===== config.mk =====
export PLATFORM = sky130hd
export DESIGN_NAME = vga_v_sync_gen
export DESIGN_NICKNAME = d
export VERILOG_FILES = /design/src/rtl/vga_v_sync_gen.sv
export SDC_FILE = /design/constraint.sdc
export NUM_CORES = 1
export LEC_CHECK = 0
export ABC_AREA = 1
export ABC_CLOCK_PERIOD_IN_PS = 3300
export CAP_MARGIN = 20
export CORE_MARGIN = 5
export CORE_UTILIZATION = 50
export CTS_CLUSTER_DIAMETER = 40
export DETAILED_ROUTE_END_ITERATION = 16
export MAX_ROUTING_LAYER = met4
export PLACE_DENSITY = 0.94
export REMOVE_ABC_BUFFERS = 1
export SLEW_MARGIN = 30
export SYNTH_ARGS = -nofsm -noshare
export SYNTH_HDL_FRONTEND = slang
export SYNTH_SLANG_ARGS = --single-unit

===== constraint.sdc =====
create_clock -name clk -period 3.3 [get_ports clk]
set_clock_uncertainty 0.1 [all_clocks]
set_input_delay 0.495 -clock clk [delete_from_list [all_inputs] [get_ports clk]]
set_output_delay 0.495 -clock clk [all_outputs]
set_load 0.005 [all_outputs]

===== src/rtl/vga_v_sync_gen.sv =====
// rtl/vga_v_sync_gen.sv - vertical line counter, 4-state vertical FSM and registered VGA timing outputs
//
// Purpose: sits behind the free-running horizontal pixel counter. Counts lines on the
// end-of-line pulse trig_v and registers hsync/vsync/video_on/pixel coordinates/frame_start
// one clock after the h_count/v_count pair they describe.
//
// Ports:
//   clk          pixel clock, all logic on posedge
//   rst          synchronous active-high reset (wins over trig_v)
//   h_count      horizontal position from the upstream counter, 0..H_TOTAL-1
//   trig_v       end-of-line pulse, high while h_count == H_TOTAL-1
//   v_count      current line number, 0..V_TOTAL-1
//   v_state      vertical phase: 0 active, 1 front porch, 2 sync, 3 back porch
//   hsync/vsync  registered sync outputs, active level SYNC_POL
//   video_on     registered visible-region flag
//   pix_x/pix_y  registered visible column/row, 0 outside the visible region
//   frame_start  registered one-clock strobe for pixel (0,0)
//   trig_err     sticky trig_v protocol error
//
// Optional feature: define VGA_TRIG_CHECK_EN to accept trig_v only at h_count == H_TOTAL-1
// and flag misplaced pulses on trig_err; otherwise trig_v is always accepted and trig_err is 0.

module vga_v_sync_gen #(
    parameter int H_ACTIVE = 640,
    parameter int H_FP     = 16,
    parameter int H_SYNC   = 96,
    parameter int H_BP     = 48,
    parameter int V_ACTIVE = 480,
    parameter int V_FP     = 10,
    parameter int V_SYNC   = 2,
    parameter int V_BP     = 33,
    parameter int SYNC_POL = 0
) (
    input  logic       clk,
    input  logic       rst,
    input  logic [9:0] h_count,
    input  logic       trig_v,
    output logic [9:0] v_count,
    output logic [1:0] v_state,
    output logic       hsync,
    output logic       vsync,
    output logic       video_on,
    output logic [9:0] pix_x,
    output logic [9:0] pix_y,
    output logic       frame_start,
    output logic       trig_err
);

    localparam int H_TOTAL = H_ACTIVE + H_FP + H_SYNC + H_BP;
    localparam int V_TOTAL = V_ACTIVE + V_FP + V_SYNC + V_BP;

    localparam logic [9:0] H_ACT_END   = 10'(H_ACTIVE);
    localparam logic [9:0] H_SYN_START = 10'(H_ACTIVE + H_FP);
    localparam logic [9:0] H_SYN_END   = 10'(H_ACTIVE + H_FP + H_SYNC);
    localparam logic [9:0] H_END       = 10'(H_TOTAL);
    localparam logic [9:0] V_LAST      = 10'(V_TOTAL - 1);
    localparam logic [9:0] V_FP_START  = 10'(V_ACTIVE);
    localparam logic [9:0] V_SYN_START = 10'(V_ACTIVE + V_FP);
    localparam logic [9:0] V_BP_START  = 10'(V_ACTIVE + V_FP + V_SYNC);
    localparam logic       SYNC_ACT    = 1'(SYNC_POL);

    typedef enum logic [1:0] {
        VS_ACT = 2'd0,
        VS_FP  = 2'd1,
        VS_SYN = 2'd2,
        VS_BP  = 2'd3
    } vstate_t;

    vstate_t    v_state_q, v_state_d;
    logic [9:0] v_count_q, v_count_d;
    logic       hsync_q, hsync_d;
    logic       vsync_q, vsync_d;
    logic       video_on_q, video_on_d;
    logic [9:0] pix_x_q, pix_x_d;
    logic [9:0] pix_y_q, pix_y_d;
    logic       frame_start_q, frame_start_d;
    logic       trig_accept;
    logic       visible;
    logic       hs_window;

`ifdef VGA_TRIG_CHECK_EN
    localparam logic [9:0] H_LAST = 10'(H_TOTAL - 1);

    logic trig_err_q, trig_err_d;
    logic trig_at_eol;

    // A pulse anywhere but the last column is ignored for counting and latched as an error.
    assign trig_at_eol = (h_count == H_LAST);
    assign trig_accept = trig_v && trig_at_eol;

    always_comb begin
        trig_err_d = trig_err_q | (trig_v & ~trig_at_eol);
    end

    always_ff @(posedge clk) begin
        if (rst) begin
            trig_err_q <= 1'b0;
        end else begin
            trig_err_q <= trig_err_d;
        end
    end

    assign trig_err = trig_err_q;
`else
    assign trig_accept = trig_v;
    assign trig_err    = 1'b0;
`endif

    // Line counter and vertical phase. The phase tracks the value v_count is about to take,
    // so both registers always describe the same line.
    always_comb begin
        v_count_d = v_count_q;
        v_state_d = v_state_q;
        if (trig_accept) begin
            v_count_d = (v_count_q == V_LAST) ? 10'd0 : v_count_q + 10'd1;
            case (v_state_q)
                VS_ACT:  if (v_count_d == V_FP_START)  v_state_d = VS_FP;
                VS_FP:   if (v_count_d == V_SYN_START) v_state_d = VS_SYN;
                VS_SYN:  if (v_count_d == V_BP_START)  v_state_d = VS_BP;
                VS_BP:   if (v_count_d == 10'd0)       v_state_d = VS_ACT;
                default: v_state_d = VS_ACT;
            endcase
        end
    end

    // Output stage works from the pre-update line, so column 0 of a new line (which arrives
    // together with the trig_v edge) pairs with the new line number one clock later.
    always_comb begin
        // h_count beyond the line length is blanking; the H_END guard keeps hsync inactive there
        hs_window     = (h_count >= H_SYN_START) && (h_count < H_SYN_END) && (h_count < H_END);
        visible       = (h_count < H_ACT_END) && (v_state_q == VS_ACT);
        hsync_d       = hs_window ? SYNC_ACT : ~SYNC_ACT;
        vsync_d       = (v_state_q == VS_SYN) ? SYNC_ACT : ~SYNC_ACT;
        video_on_d    = visible;
        pix_x_d       = visible ? h_count : 10'd0;
        pix_y_d       = visible ? v_count_q : 10'd0;
        frame_start_d = (h_count == 10'd0) && (v_count_q == 10'd0);
    end

    always_ff @(posedge clk) begin
        if (rst) begin
            v_count_q     <= 10'd0;
            v_state_q     <= VS_ACT;
            hsync_q       <= ~SYNC_ACT;
            vsync_q       <= ~SYNC_ACT;
            video_on_q    <= 1'b0;
            pix_x_q       <= 10'd0;
            pix_y_q       <= 10'd0;
            frame_start_q <= 1'b0;
        end else begin
            v_count_q     <= v_count_d;
            v_state_q     <= v_state_d;
            hsync_q       <= hsync_d;
            vsync_q       <= vsync_d;
            video_on_q    <= video_on_d;
            pix_x_q       <= pix_x_d;
            pix_y_q       <= pix_y_d;
            frame_start_q <= frame_start_d;
        end
    end

    assign v_count     = v_count_q;
    assign v_state     = v_state_q;
    assign hsync       = hsync_q;
    assign vsync       = vsync_q;
    assign video_on    = video_on_q;
    assign pix_x       = pix_x_q;
    assign pix_y       = pix_y_q;
    assign frame_start = frame_start_q;

endmodule


==> summary.txt <==
Floorplanning
  – Ports: 50
  – Die W: 67.97 µm
  – Rows: 21
  – Die area: 0.004620 mm²
  – Core ar.: 0.003284 mm²
  – Die Y: 67.97 µm
  – Initial Util: 0.5116

Power and ir drop
  – Peak supply drop: 0.0002144 V
  – P per Cell Area: 404.6 mW/mm²
  – Leak: 0.9995 nW

GRT
  – First-pass GRT wire length: 6886 µm
  – Largest net degree at the start of global routing: 23
  – Grt total ovfl: 0
  – Initial antenna violation count: 0
  – Vias in the first global route: 1561
  – Total track usage: 0.2042

Synthesis
  – Ys flop type: dfxtp_1
  – Post-Syn Instances: 230
  – EDFF count, synth: 0
  – Synth Area in Compound Gates: 0.07744
  – Largest family of logic cells by synthesized area: simple AND/OR/NAND/NOR gates
  – Post-synth cell types: 24
  – Yosys warning count: 0
  – Post-Syn Area per Cell: 7.306 µm²
  – Synth Area in XOR/XNOR: 0
  – #FFs+latches synth: 36
  – Cell area after synthesis: 0.001680 mm²
  – Simple logic cell fraction of the synthesized area: 0.3477
  – Post-synthesis mux area share: 0
  – Async set-reset flop share out of synthesis: 0
  – Adder-cell share of the synthesized area: 0.05212
  – Sequential fraction of the synthesis area: 0.4289

Clocking
  – CTS Buffer Depth: 2
  – Clock net sink count: 36
  – Insertion delay to the later sink of the worst-skew pair: 340 ps
  – Htree depth: 2
  – CTS tree: built
  – CTS Hold Bufs: 0
  – Clk slew on worst S/H paths: 110 ps
  – Resize count post-CTS: 0
  – CTS buffer count: 5
  – Post-CTS setup buffer count: 0
  – Root buffer cell: clkbuf_4

Critical path
  – Crit start category: flip-flop
  – Slowest stage delay, CP: 380 ps
  – Req. time, crit path: 3480 ps
  – CP max FO: 7
  – Reg2Reg Setup Slack: 1200 ps
  – Crit path DAT: 2280 ps
  – Origin of the critical flop-to-flop path: v_count[0]
  – CP Class: flip-flop to flip-flop
  – Most common cell on crit path: nand2_1
  – Worst reg2reg path depth: 14
  – Crit end category: flip-flop
  – CP max-delay cell: dfxtp_1
  – CP cell instances: inv_1 > ha_1 > nand3_1 > nor2_2 > nand2_4 > nand2_1 > nand2_1 > nor2_1 > nand2_1 > nand2_1 > nand3_1 > nor2_2 > nor2_1 > nor2_1
  – R2r endpoint: v_state[0]

Worst hold path
  – Worst Hold Class: flip-flop to flip-flop
  – Hold path endpoint: pix_y[1]
  – WHS Path Cells: 2
  – Hold_sp: v_count[1]

Drt
  – Initial drt markers: 102
  – Vias post-DR: 1594
  – Vias per cell: 4.860
  – Routed len/inst: 12.44 µm
  – # DRC: 0
  – Drt pass-1 iters: 4
  – DRT Wirelength: 4079 µm
  – Antenna viol nets, final: 0

Place
  – DP Area: 0.002203 mm²
  – Detailed placement HPWL: 3129 µm
  – Port-buffer cells: 48
  – Gpl congestion: 0.8941

Flow run
  – Max-cap check violation count: 0

STA
  – Fmax: 476.7 MHz
  – Slew HR: 0.5407
  – Final Setup Violations: 0
  – Tcrit/Tclk final: 0.6357
  – RSZ-0062 raised after global routing: false
  – Fin. max-slew vios: 0
  – Final Hold Fails: 0
  – Total Neg Setup Slack: 0 ps
  – Slew @ Worst Pin: 686.8 ps
  – Tmin final: 2098 ps

Finish
  – ANT cells: 0
  – Final nets: 301
  – Layout cells sized above 1: 0.1277
  – Layout Area Growth over Synthesis: 35.67%
  – Fin area: 0.002280 mm²
  – Fillers: 280

Outcome
  – Status: finished, final reports clean
==> worst max path at each step <==
stage	startpoint	to	slack, ps
global route	v_count[0]	v_state[0]	940
detailed placement	v_count[0]	v_state[0]	1260
finish	v_count[0]	v_state[0]	1200
global placement	trig_v	v_state[1]	1290
CTS	v_count[0]	v_state[0]	1230
floorplan	v_count[0]	v_state[0]	1460
==> metal layers <==
layer / up-vias / track usage / part of all wire
met4: 0 / 0.05955 / 0.012
met5: - / - / 0
met2: 67 / 0.3682 / 0.49
met3: 5 / 0.05583 / 0.087
li1: 813 / - / -
met1: 709 / 0.2165 / 0.41
==> power breakdown <==
group          leakage (nW)  internal, mW  switching [mW]
sequential            0.296         0.455          0.0184
combinational         0.662        0.0716          0.0716
clock                0.0422         0.159           0.147
==> state kept, by name, indices dropped and copies added (netlist names) <==
| register | flops |
|---|---|
| video_on | 1 |
| v_count | 10 |
| v_state | 2 |
| pix_y | 10 |
| pix_x | 10 |
| hsync | 1 |
| frame_start | 1 |
| vsync | 1 |
==> metrics by stage <==
stage	hold slack, ps	setup slack, ps	total power [mW]	cells	utilization
6_report	449.4	1202	0.9223	328	0.6941
5_1_grt	485.3	939.0	0.9665	328	0.6941
4_1_cts	451.3	1228	0.9308	328	0.6941
3_5_place_dp	438.2	1260	0.6262	320	0.6709
3_3_place_gp	432.7	1292	0.6214	320	0.6709
2_1_floorplan	401.2	1455	0.5462	225	-
==> cells in the final DEF (no fill, tap or decap), types with 2 or more instances in the layout <==
cell type	instances
nand3_2	3
nand4_1	3
nor4_1	2
nor2_1	33
nand2_2	9
nand3_1	10
clkdlybuf4s50_1	48
a21oi_1	10
nor3_1	3
nor2_2	9
ha_1	7
nand2_1	45
nand2_4	3
o21ai_0	11
dfxtp_1	36
inv_1	33
clkbuf_4	5
inv_2	2
==> Yosys cell counts (2+ instances only) <==
| master | n | area (µm²) |
|---|---|---|
| a21oi_1 | 10 | 50.05 |
| clkbuf_1 | 4 | 15.01 |
| dfxtp_1 | 36 | 720.7 |
| ha_1 | 7 | 87.58 |
| inv_1 | 33 | 123.9 |
| inv_2 | 2 | 7.510 |
| nand2_1 | 45 | 168.9 |
| nand2_2 | 9 | 56.30 |
| nand2_4 | 3 | 33.78 |
| nand3_1 | 10 | 50.05 |
| nand3_2 | 3 | 30.03 |
| nand4_1 | 3 | 18.77 |
| nor2_1 | 33 | 123.9 |
| nor2_2 | 9 | 56.30 |
| nor3_1 | 3 | 15.01 |
| nor4_1 | 2 | 12.51 |
| o21ai_0 | 11 | 55.05 |
==> cell families (layout without fill, tap and decap cells) <==
family                   count (synthesis)  in the layout
buffers and inverters                   40             92
adder cells (fa/ha/maj)                  7              7
other                                    1              1
AO/OA/AOI/OAI                           24             24
AND/OR/NAND/NOR                        122            122
flip-flops                              36             36
==> area by class of cell <==
type | count | area [µm²] | area share
clock buffers | 6 | 41.29 | 0.01811
clock inverters | 2 | 35.03 | 0.01537
multi-input cells | 154 | 805.8 | 0.3535
inverters | 35 | 131.4 | 0.05763
flip-flops and latches | 36 | 720.7 | 0.3161
well taps | 46 | 57.56 | 0.02525
repair buffers | 49 | 488.0 | 0.2141
==> worst max-delay path, delay by kind of cell, from the launching register on <==
kind	cells	cell delay [ps]
adders and majority gates	1	190
and+or+nand+nor	12	1200
buffers and inverters	1	160
DFF	1	380
(Power assumes the default switching activity.)
